===== src/rtl/reaction_round_ctrl_if.sv =====
// Signal bundle between the reaction-game sequencer and its surroundings:
// button front-end and start in, timer control and display data out.
interface reaction_round_ctrl_if;
    localparam int unsigned BTN_W   = 4;
    localparam int unsigned TIME_W  = 10;
    localparam int unsigned SCORE_W = 8;
    localparam int unsigned LIVES_W = 3;

    logic               start;
    logic [BTN_W-1:0]   btn;
    logic               timer_done;
    logic               timer_manual_resetn;
    logic [TIME_W-1:0]  max_time;
    logic [1:0]         target;
    logic               target_valid;
    logic [SCORE_W-1:0] score;
    logic [LIVES_W-1:0] lives;
    logic               game_over;
    logic [2:0]         state_dbg;

    modport master (
        output start, btn, timer_done,
        input  timer_manual_resetn, max_time, target, target_valid,
               score, lives, game_over, state_dbg
    );

    modport slave (
        input  start, btn, timer_done,
        output timer_manual_resetn, max_time, target, target_valid,
               score, lives, game_over, state_dbg
    );
endinterface


===== src/rtl/reaction_round_ctrl.sv =====
// Reaction game round sequencer: picks targets, arms the countdown timer,
// judges presses, and keeps score, lives and the shrinking time limit.
module reaction_round_ctrl #(
    parameter int unsigned START_TIME   = 10,
    parameter int unsigned MIN_TIME     = 2,
    parameter int unsigned STEP         = 1,
    parameter int unsigned LEVEL_ROUNDS = 5,
    parameter int unsigned LIVES        = 3,
    parameter logic [7:0]  LFSR_SEED    = 8'hA5
) (
    input  logic                  clk,
    input  logic                  reset,
    reaction_round_ctrl_if.slave  bus
);
    localparam int unsigned TIME_W = 10;
    localparam int unsigned LVL_W  = (LEVEL_ROUNDS > 1) ? $clog2(LEVEL_ROUNDS) : 1;

    typedef enum logic [2:0] {
        IDLE      = 3'd0,
        ARM       = 3'd1,
        PLAY      = 3'd2,
        HIT       = 3'd3,
        MISS      = 3'd4,
        GAME_OVER = 3'd5
    } state_t;

    state_t            state, state_n;
    logic [7:0]        lfsr, lfsr_n;
    logic [1:0]        target, target_n;
    logic [7:0]        score, score_n;
    logic [2:0]        lives, lives_n;
    logic [TIME_W-1:0] max_time, max_time_n;
    logic [LVL_W-1:0]  level, level_n;
    logic              tmr_rstn_q, target_valid_q, game_over_q;

    logic [1:0]        pick_c;
    logic [3:0]        target_onehot_c;
    logic              can_step_c;

    // New target never repeats the previous one
    assign pick_c          = (lfsr[1:0] == target) ? lfsr[1:0] + 2'd1 : lfsr[1:0];
    assign target_onehot_c = 4'(1) << target;
    assign can_step_c      = {1'b0, max_time} >= 11'(MIN_TIME + STEP);

    always_ff @(posedge clk) begin
        if (reset) begin
            state          <= IDLE;
            lfsr           <= LFSR_SEED;
            target         <= 2'd0;
            score          <= 8'd0;
            lives          <= 3'd0;
            max_time       <= TIME_W'(START_TIME);
            level          <= '0;
            tmr_rstn_q     <= 1'b0;
            target_valid_q <= 1'b0;
            game_over_q    <= 1'b0;
        end else begin
            state          <= state_n;
            lfsr           <= lfsr_n;
            target         <= target_n;
            score          <= score_n;
            lives          <= lives_n;
            max_time       <= max_time_n;
            level          <= level_n;
            tmr_rstn_q     <= (state_n == PLAY);
            target_valid_q <= (state_n == PLAY);
            game_over_q    <= (state_n == GAME_OVER);
        end
    end

    always_comb begin
        state_n    = state;
        lfsr_n     = {lfsr[6:0], lfsr[7] ^ lfsr[5] ^ lfsr[4] ^ lfsr[3]};
        target_n   = target;
        score_n    = score;
        lives_n    = lives;
        max_time_n = max_time;
        level_n    = level;

        case (state)
            IDLE, GAME_OVER: begin
                if (bus.start) begin
                    state_n    = ARM;
                    target_n   = pick_c;
                    score_n    = 8'd0;
                    lives_n    = 3'(LIVES);
                    max_time_n = TIME_W'(START_TIME);
                    level_n    = '0;
                end
            end
            ARM: state_n = PLAY;
            PLAY: begin
                // Correct press wins even when the timer expires in the same cycle
                if (bus.btn == target_onehot_c) begin
                    state_n = HIT;
                    score_n = (score == 8'hFF) ? score : score + 8'd1;
                    if (level == LVL_W'(LEVEL_ROUNDS - 1)) begin
                        level_n    = '0;
                        max_time_n = can_step_c ? max_time - TIME_W'(STEP)
                                                : TIME_W'(MIN_TIME);
                    end else begin
                        level_n = level + LVL_W'(1);
                    end
                end else if (bus.btn != 4'd0 || bus.timer_done) begin
                    state_n = MISS;
                    lives_n = lives - 3'd1;
                end
            end
            HIT: begin
                state_n  = ARM;
                target_n = pick_c;
            end
            MISS: begin
                if (lives == 3'd0) begin
                    state_n = GAME_OVER;
                end else begin
                    state_n  = ARM;
                    target_n = pick_c;
                end
            end
            default: state_n = IDLE;
        endcase
    end

    assign bus.timer_manual_resetn = tmr_rstn_q;
    assign bus.max_time            = max_time;
    assign bus.target              = target;
    assign bus.target_valid        = target_valid_q;
    assign bus.score               = score;
    assign bus.lives               = lives;
    assign bus.game_over           = game_over_q;
    assign bus.state_dbg           = state;
endmodule


===== src/flat_wrapper.sv =====
// flat-port wrapper written by rule: the top's interface ports become plain ports
module reaction_round_ctrl_flat 
#(
    parameter int unsigned START_TIME   = 10,
    parameter int unsigned MIN_TIME     = 2,
    parameter int unsigned STEP         = 1,
    parameter int unsigned LEVEL_ROUNDS = 5,
    parameter int unsigned LIVES        = 3,
    parameter logic [7:0]  LFSR_SEED    = 8'hA5
)
  (clk, reset, bus_start, bus_btn, bus_timer_done, bus_timer_manual_resetn, bus_max_time, bus_target, bus_target_valid, bus_score, bus_lives, bus_game_over, bus_state_dbg);
  reaction_round_ctrl_if bus_i ();
  input  logic clk;
  input  logic reset;
  input wire logic [$bits(bus_i.start)-1:0] bus_start;
  input wire logic [$bits(bus_i.btn)-1:0] bus_btn;
  input wire logic [$bits(bus_i.timer_done)-1:0] bus_timer_done;
  output wire logic [$bits(bus_i.timer_manual_resetn)-1:0] bus_timer_manual_resetn;
  output wire logic [$bits(bus_i.max_time)-1:0] bus_max_time;
  output wire logic [$bits(bus_i.target)-1:0] bus_target;
  output wire logic [$bits(bus_i.target_valid)-1:0] bus_target_valid;
  output wire logic [$bits(bus_i.score)-1:0] bus_score;
  output wire logic [$bits(bus_i.lives)-1:0] bus_lives;
  output wire logic [$bits(bus_i.game_over)-1:0] bus_game_over;
  output wire logic [$bits(bus_i.state_dbg)-1:0] bus_state_dbg;
  assign bus_i.start = bus_start;
  assign bus_i.btn = bus_btn;
  assign bus_i.timer_done = bus_timer_done;
  assign bus_timer_manual_resetn = bus_i.timer_manual_resetn;
  assign bus_max_time = bus_i.max_time;
  assign bus_target = bus_i.target;
  assign bus_target_valid = bus_i.target_valid;
  assign bus_score = bus_i.score;
  assign bus_lives = bus_i.lives;
  assign bus_game_over = bus_i.game_over;
  assign bus_state_dbg = bus_i.state_dbg;
  reaction_round_ctrl #(.START_TIME(START_TIME), .MIN_TIME(MIN_TIME), .STEP(STEP), .LEVEL_ROUNDS(LEVEL_ROUNDS), .LIVES(LIVES), .LFSR_SEED(LFSR_SEED)) u_core (.clk(clk), .reset(reset), .bus(bus_i));
endmodule

===== config.mk =====
export PLATFORM = sky130hd
export DESIGN_NAME = reaction_round_ctrl_flat
export DESIGN_NICKNAME = d
export VERILOG_FILES = /design/src/rtl/reaction_round_ctrl_if.sv /design/src/rtl/reaction_round_ctrl.sv /design/src/flat_wrapper.sv
export SDC_FILE = /design/constraint.sdc
export NUM_CORES = 1
export LEC_CHECK = 0
export CAP_MARGIN = 10
export CORE_MARGIN = 5
export CORE_UTILIZATION = 52
export DETAILED_ROUTE_END_ITERATION = 10
export PLACE_DENSITY = 0.89
export SLEW_MARGIN = 10
export SYNTH_ARGS = -nofsm -noshare
export SYNTH_HDL_FRONTEND = slang
export SYNTH_SLANG_ARGS = --single-unit

===== constraint.sdc =====
create_clock -name clk -period 2.9 [get_ports clk]
set_input_delay 0.87 -clock clk [delete_from_list [all_inputs] [get_ports clk]]
set_output_delay 0.87 -clock clk [all_outputs]
set_load 0.03 [all_outputs]

==> impl_results.md, run 1 <==
* Startpoint Class: input port
* Worst EP required at 3.10 ns
* Status: finished, final reports clean
* Vias at 1904
* # port buffers at 36
* Final period util at 90.4%
* Hpwl dp at 3530 um
* Initial Util at 54.8%
* Slowest stage delay, CP at 0.52 ns
* Die Ht at 72.8 um
* Syn-to-layout area delta at 25.9%
* Slew headroom at 65.7%
* # nets final at 294
* Clk buf depth at 2
* Routed WL at 4700 um
* Clock Tree Root: clkbuf_8
* DR WL/cell at 14.3 um
* Iter 0 DRT Violations at 124
* Leak at 0.936 nW
* Crit. End Element: flip-flop
* Post-route setup TNS at 0 ns
* RSZ-0062 raised after global routing: no
* Count leader, synth: dfxtp_1
* Antenna diodes at 0
* # hold bufs at CTS at 0
* CP cell instances: clkdlybuf4s50_1 > nor4b_2 > o21ai_2 > buf_4 > a2111oi_4 > a21oi_1 > a311oi_1
* Synth area leader: dfxtp_1
* Post-CTS sizing at 0
* Synthesized cell area at 0.00205 sq mm
* Pwr Total at 1.16 mW
* Fin crit period at 2.62 ns
* ANT nets after route at 0
* Rows at 22
* Die area at 0.00530 sq mm
* Main synth FF type: dfxtp_1
* Total CTS buffers at 5
* Vias/cell at 5.80
* EDFF count, synth at 0
* CTS clk-pin slew, worst paths at 0.07 ns
* Total clock sinks at 39
* Syn nets at 251
* Pin count of the biggest net entering global routing at 19
* Syn Area/Cell at 8.69 sq um
* Final-layout fill cell count at 320
* VDD IR-drop max at 0.173 mV
* Overall routing resource usage at 18.9%
* Worst Path Arrival at 2.82 ns
* Synth Instances at 236
* Post-synth ARST share at 0%
* F_max at 381 MHz
* Remaining Overflow, GRT at 0
* First-pass GRT wire length at 7960 um
* Top cells by count, synth: dfxtp_1 (39), a21oi_1 (25), nand2_1 (15), nor2_1 (14), inv_1 (13)
* Vias in the first global route at 1792
* IO Pins at 37
* H-tree levels at 2
* Final Hold Fails at 0
* Least-Margin Pin Slew at 0.511 ns
* TritonCTS clock tree: done
* Max Transition Viols Final at 0
* Power Density at 449 mW/mm^2
* Synthesis-stage register bit count at 39
* Setup CP Type: input port to flip-flop
* Global placer's final weighted congestion at 0.884
* Slowest cell on crit path: clkdlybuf4s50_1
* Top-area cell type share of the netlist area at 38.1%
* DRC violations left at 0
* Final number of setup-violating endpoints at 0
* Crit-path max FO at 7
* Ranking of synthesized cells by area: dfxtp_1 (38%), a21oi_1 (6.1%), ha_1 (4.3%)
* Register area share after synthesis at 38.1%
* Netlist cell types at 54
* Die W at 72.8 um
* Share of cells above drive strength 1 at 10.4%
* DR pass1 iterations at 5
* Core footprint at 0.00374 sq mm
* Initial antenna violation count at 0
* Worst Hold Class: flip-flop to flip-flop
* Post-CTS Setup Bufs at 0
* Ys Warns at 0
* Clock insertion delay at the later pin of the skew report at 0.29 ns
* Worst clock skew at 0.00579 ns
* Max Cap Viol at 0
-- stage by stage --
stage	setup slack, ns	instance area, sq um	std cells	hold slack (ns)	util, %
6_report	0.277	2580	328	0.438	69.0
5_1_grt	0.165	2580	328	0.456	69.0
4_1_cts	0.254	2580	328	0.436	69.0
3_5_place_dp	-0.0399	2500	320	0.404	66.8
3_3_place_gp	0.0303	2500	320	0.394	66.8
2_1_floorplan	0.591	2050	236	0.389	-
-- layout make-up --
| type | count | area, sq um | share of cell area [%] |
|---|---|---|---|
| clock buffer | 7 | 76.3 | 2.96 |
| sequential | 39 | 781 | 30.2 |
| multi-input combinational | 174 | 1170 | 45.5 |
| clock inverter | 1 | 5.00 | 0.194 |
| inverter | 13 | 48.8 | 1.89 |
| tap | 48 | 60.1 | 2.33 |
| timing repair buffer | 46 | 435 | 16.9 |
-- cell usage in the layout (no fill, tap or decap), types with 5 or more instances in the layout --
| master | Yosys | final |
|---|---|---|
| a21oi_1 | 25 | 25 |
| a31oi_1 | 6 | 6 |
| nand2b_1 | 6 | 6 |
| nor2_1 | 14 | 14 |
| or3_1 | 9 | 9 |
| buf_4 | 1 | 10 |
| dfxtp_1 | 39 | 39 |
| inv_1 | 13 | 13 |
| nand3_1 | 12 | 12 |
| clkbuf_8 | 0 | 5 |
| ha_1 | 7 | 7 |
| o21ai_0 | 7 | 7 |
| or4_1 | 5 | 5 |
| clkdlybuf4s50_1 | 0 | 36 |
| nand2_1 | 15 | 15 |
-- worst max-delay path: cells and delay by family --
family	cells	cell delay, ns
AO/OA/AOI/OAI	4	1.01
buffers and inverters	2	0.69
AND/OR/NAND/NOR	1	0.25
-- layer usage --
layer / routed length, um / track usage (%) / part of all wire, %
met5: 0 / 0 / 0
met4: 49 / 6.76 / 1.0
met3: 236 / 4.13 / 5.0
met2: 2360 / 32.9 / 50
met1: 2060 / 22.8 / 44
-- worst paths after layout --
kind | start | to | slack (ns) | cells after the start
max | bus_btn[0] | u_core.bus.max_time[2] | 0.28 | 7
min | u_core.lfsr[6] | u_core.lfsr[7] | 0.44 | 1
max reg2reg | u_core.bus.state_dbg[1] | u_core.bus.max_time[3] | 0.71 | 4
min reg2reg | u_core.lfsr[6] | u_core.lfsr[7] | 0.44 | 1
-- sequential cells by signal, indices dropped and copies added, names as in the netlist --
| name | flops |
|---|---|
| u_core.bus.lives | 3 |
| u_core.bus.max_time | 10 |
| u_core.bus.timer_manual_resetn | 1 |
| u_core.lfsr | 8 |
| u_core.bus.state_dbg | 3 |
| u_core.level | 3 |
| u_core.bus.target | 2 |
| u_core.bus.score | 8 |
| u_core.bus.game_over | 1 |
-- cell families (layout without fill, tap and decap cells) --
| family | count (synthesis) | in the layout | synth area share, % |
|---|---|---|---|
| AO/OA/AOI/OAI | 64 | 64 | 21.2 |
| XOR/XNOR | 5 | 5 | 2.14 |
| adder cells (fa/ha/maj) | 7 | 7 | 4.27 |
| buffers and inverters | 23 | 67 | 4.64 |
| flip-flops | 39 | 39 | 38.1 |
| multiplexers | 3 | 3 | 1.46 |
| AND/OR/NAND/NOR | 95 | 95 | 28.2 |
-- power by group --
| group | internal [mW] | total (mW) | leakage (nW) | switching, mW |
|---|---|---|---|---|
| Clock | 0.169 | 0.349 | 0.0422 | 0.180 |
| Combinational | 0.0973 | 0.221 | 0.576 | 0.124 |
| Sequential | 0.561 | 0.589 | 0.318 | 0.0288 |
| Total | 0.827 | 1.16 | 0.936 | 0.333 |
(Power assumes the default switching activity.)
==> run 2: changes to the inputs <==
- CTS_CLUSTER_SIZE: default -> 40
==> results of run 2 <==
No change in the layout: final DEF, timing and power equal those of run 1.
==> run 3: changes to the inputs <==
- CORE_MARGIN: 5 -> 2
- SLEW_MARGIN: 10 -> 20
==> impl_results.md, run 3 (synthesis results as in run 1) <==
* Worst clock skew at 0.0135 ns (was 0.00579 ns)
* Routed WL at 4930 um (was 4700 um)
* Largest regs: u_core.bus.max_time x10, u_core.bus.score x8, u_core.lfsr x8 (unchanged)
* Max Transition Viols Final at 0 (unchanged)
* Syn-to-layout area delta at 26.7% (was 25.9%)
* Commonest non-fill, non-tap cell in the layout: dfxtp_1 (unchanged)
* Delay-heaviest family, CP: compound AO/OA/AOI/OAI gates (unchanged)
* Slew headroom at 65.1% (was 65.7%)
* Clock insertion delay at the later pin of the skew report at 0.30 ns (was 0.29 ns)
* CP cell instances: clkdlybuf4s50_1 > nor4b_2 > o21ai_2 > a211o_1 > a2111oi_0 > o2bb2ai_1 (was clkdlybuf4s50_1 > nor4b_2 > o21ai_2 > buf_4 > a2111oi_4 > a21oi_1 > a311oi_1)
* Global placer's final weighted congestion at 0.932 (was 0.884)
* DRC violations left at 0 (unchanged)
* Leak at 0.946 nW (was 0.936 nW)
* Clk buf depth at 2 (unchanged)
* Pin count of the biggest net entering global routing at 22 (was 19)
* # port buffers at 36 (unchanged)
* Vias at 1941 (was 1904)
* TritonCTS clock tree: done (unchanged)
* # hold bufs at CTS at 0 (unchanged)
* CP bufs+invs at 1 (was 2)
* Final period util at 90.5% (was 90.4%)
* # nets final at 292 (was 294)
* Final Instance Area at 0.00260 sq mm (was 0.00258 sq mm)
* Core footprint at 0.00372 sq mm (was 0.00374 sq mm)
* Post-CTS sizing at 0 (unchanged)
* Number of flip-flops in the largest register at 10 (unchanged)
* Die W at 66.8 um (was 72.8 um)
* Post-CTS Setup Bufs at 0 (unchanged)
* First-pass GRT wire length at 8220 um (was 7960 um)
* Fin worst setup slack at 0.275 ns (was 0.277 ns)
* VDD IR-drop max at 0.300 mV (was 0.173 mV)
* DR WL/cell at 15.1 um (was 14.3 um)
* Slowest stage delay, CP at 0.54 ns (was 0.52 ns)
* Iter 0 DRT Violations at 109 (was 124)
* DR pass1 iterations at 6 (was 5)
* Least-Margin Pin Slew at 0.519 ns (was 0.511 ns)
* Clock Tree Root: clkbuf_8 (unchanged)
* Initial antenna violation count at 0 (unchanged)
* Crit. End Element: flip-flop (unchanged)
* Overall routing resource usage at 24.1% (was 18.9%)
* Slowest cell on crit path: clkdlybuf4s50_1 (unchanged)
* Final number of setup-violating endpoints at 0 (unchanged)
* Status: finished, final reports clean (unchanged)
* Rows at 22 (unchanged)
* Die area at 0.00446 sq mm (was 0.00530 sq mm)
* F_max at 381 MHz (about the same)
* Worst Hold Class: flip-flop to flip-flop (unchanged)
* R2r startpoint: u_core.bus.state_dbg[1] (unchanged)
* Initial Util at 55.2% (was 54.8%)
* Final-layout fill cell count at 291 (was 320)
* H-tree levels at 2 (unchanged)
* Die Ht at 66.8 um (was 72.8 um)
* Total clock sinks at 39 (unchanged)
* Core Util, Final at 69.9% (was 69.0%)
* Remaining Overflow, GRT at 0 (unchanged)
* CTS clk-pin slew, worst paths at 0.08 ns (was 0.07 ns)
* Startpoint Class: input port (unchanged)
* Hpwl dp at 3480 um (was 3530 um)
* Total CTS buffers at 5 (unchanged)
* R2R Setup Slk at 0.68 ns (was 0.71 ns)
* Crit-path max FO at 7 (unchanged)
* IO Pins at 37 (unchanged)
* Worst Setup SP: bus_btn[0] (unchanged)
* Final Hold Fails at 0 (unchanged)
* Biggest register: u_core.bus.max_time (unchanged)
* Worst EP required at 3.07 ns (was 3.10 ns)
* Setup CP Type: input port to flip-flop (unchanged)
* Antenna diodes at 0 (unchanged)
* Placed inst area at 0.00248 sq mm (was 0.00250 sq mm)
* ANT nets after route at 0 (unchanged)
* Worst Path Arrival at 2.80 ns (was 2.82 ns)
* Hold path startpoint: u_core.lfsr[6] (unchanged)
* Power Density at 489 mW/mm^2 (was 449 mW/mm^2)
* Pre-CTS setup slack at 0.0334 ns (was -0.0399 ns)
* Vias/cell at 5.95 (was 5.80)
* Vias in the first global route at 1823 (was 1792)
* Max Cap Viol at 0 (unchanged)
* Share of cells above drive strength 1 at 10.4% (about the same)
* Post-route setup TNS at 0 ns (unchanged)
* Fin crit period at 2.63 ns (was 2.62 ns)
* RSZ-0062 raised after global routing: no (unchanged)
* Commonest non-fill, non-tap cells in the layout: dfxtp_1 (39), clkdlybuf4s50_1 (36), a21oi_1 (25) (unchanged)
==> run 3: worst paths after layout <==
kind | endpoint | depth (start not counted)
setup / recovery | u_core.bus.max_time[3] | 6
hold / removal | u_core.lfsr[7] | 1
setup reg to reg | u_core.bus.max_time[3] | 4
hold reg to reg | u_core.lfsr[7] | 1
==> run 3: power breakdown <==
part           switching [mW]  total, mW  internal, mW  leakage [nW]
clock network           0.203      0.459         0.256        0.0581
logic                   0.125      0.219        0.0941         0.569
registers              0.0306      0.591         0.560         0.318
total                   0.358       1.27         0.911         0.946
==> run 3: layout make-up <==
cell class,count,area [sq um],area share (%)
clock buffers,5,68.8,2.65
clock inverters,3,43.8,1.69
inverters,13,48.8,1.88
multi-input cells,174,1170,45.2
flip-flops and latches,39,781,30.1
well taps,48,60.1,2.31
repair buffers,44,420,16.2
==> run 3: per-stage QoR <==
stage               hold slack, ns  power (mW)  cells
floorplan                    0.389       0.744    236
global placement             0.393       0.813    318
detailed placement           0.404       0.821    318
CTS                          0.418        1.27    326
global route                 0.437        1.33    326
finish                       0.415        1.27    326
==> run 3: metal layers <==
layer | up-vias | track usage, % | wire length, um
li1 | 951 | - | -
met1 | 906 | 30.8 | 2240
met2 | 74 | 39.8 | 2310
met3 | 10 | 3.38 | 278
met4 | 0 | 11.2 | 97
met5 | - | 0 | 0
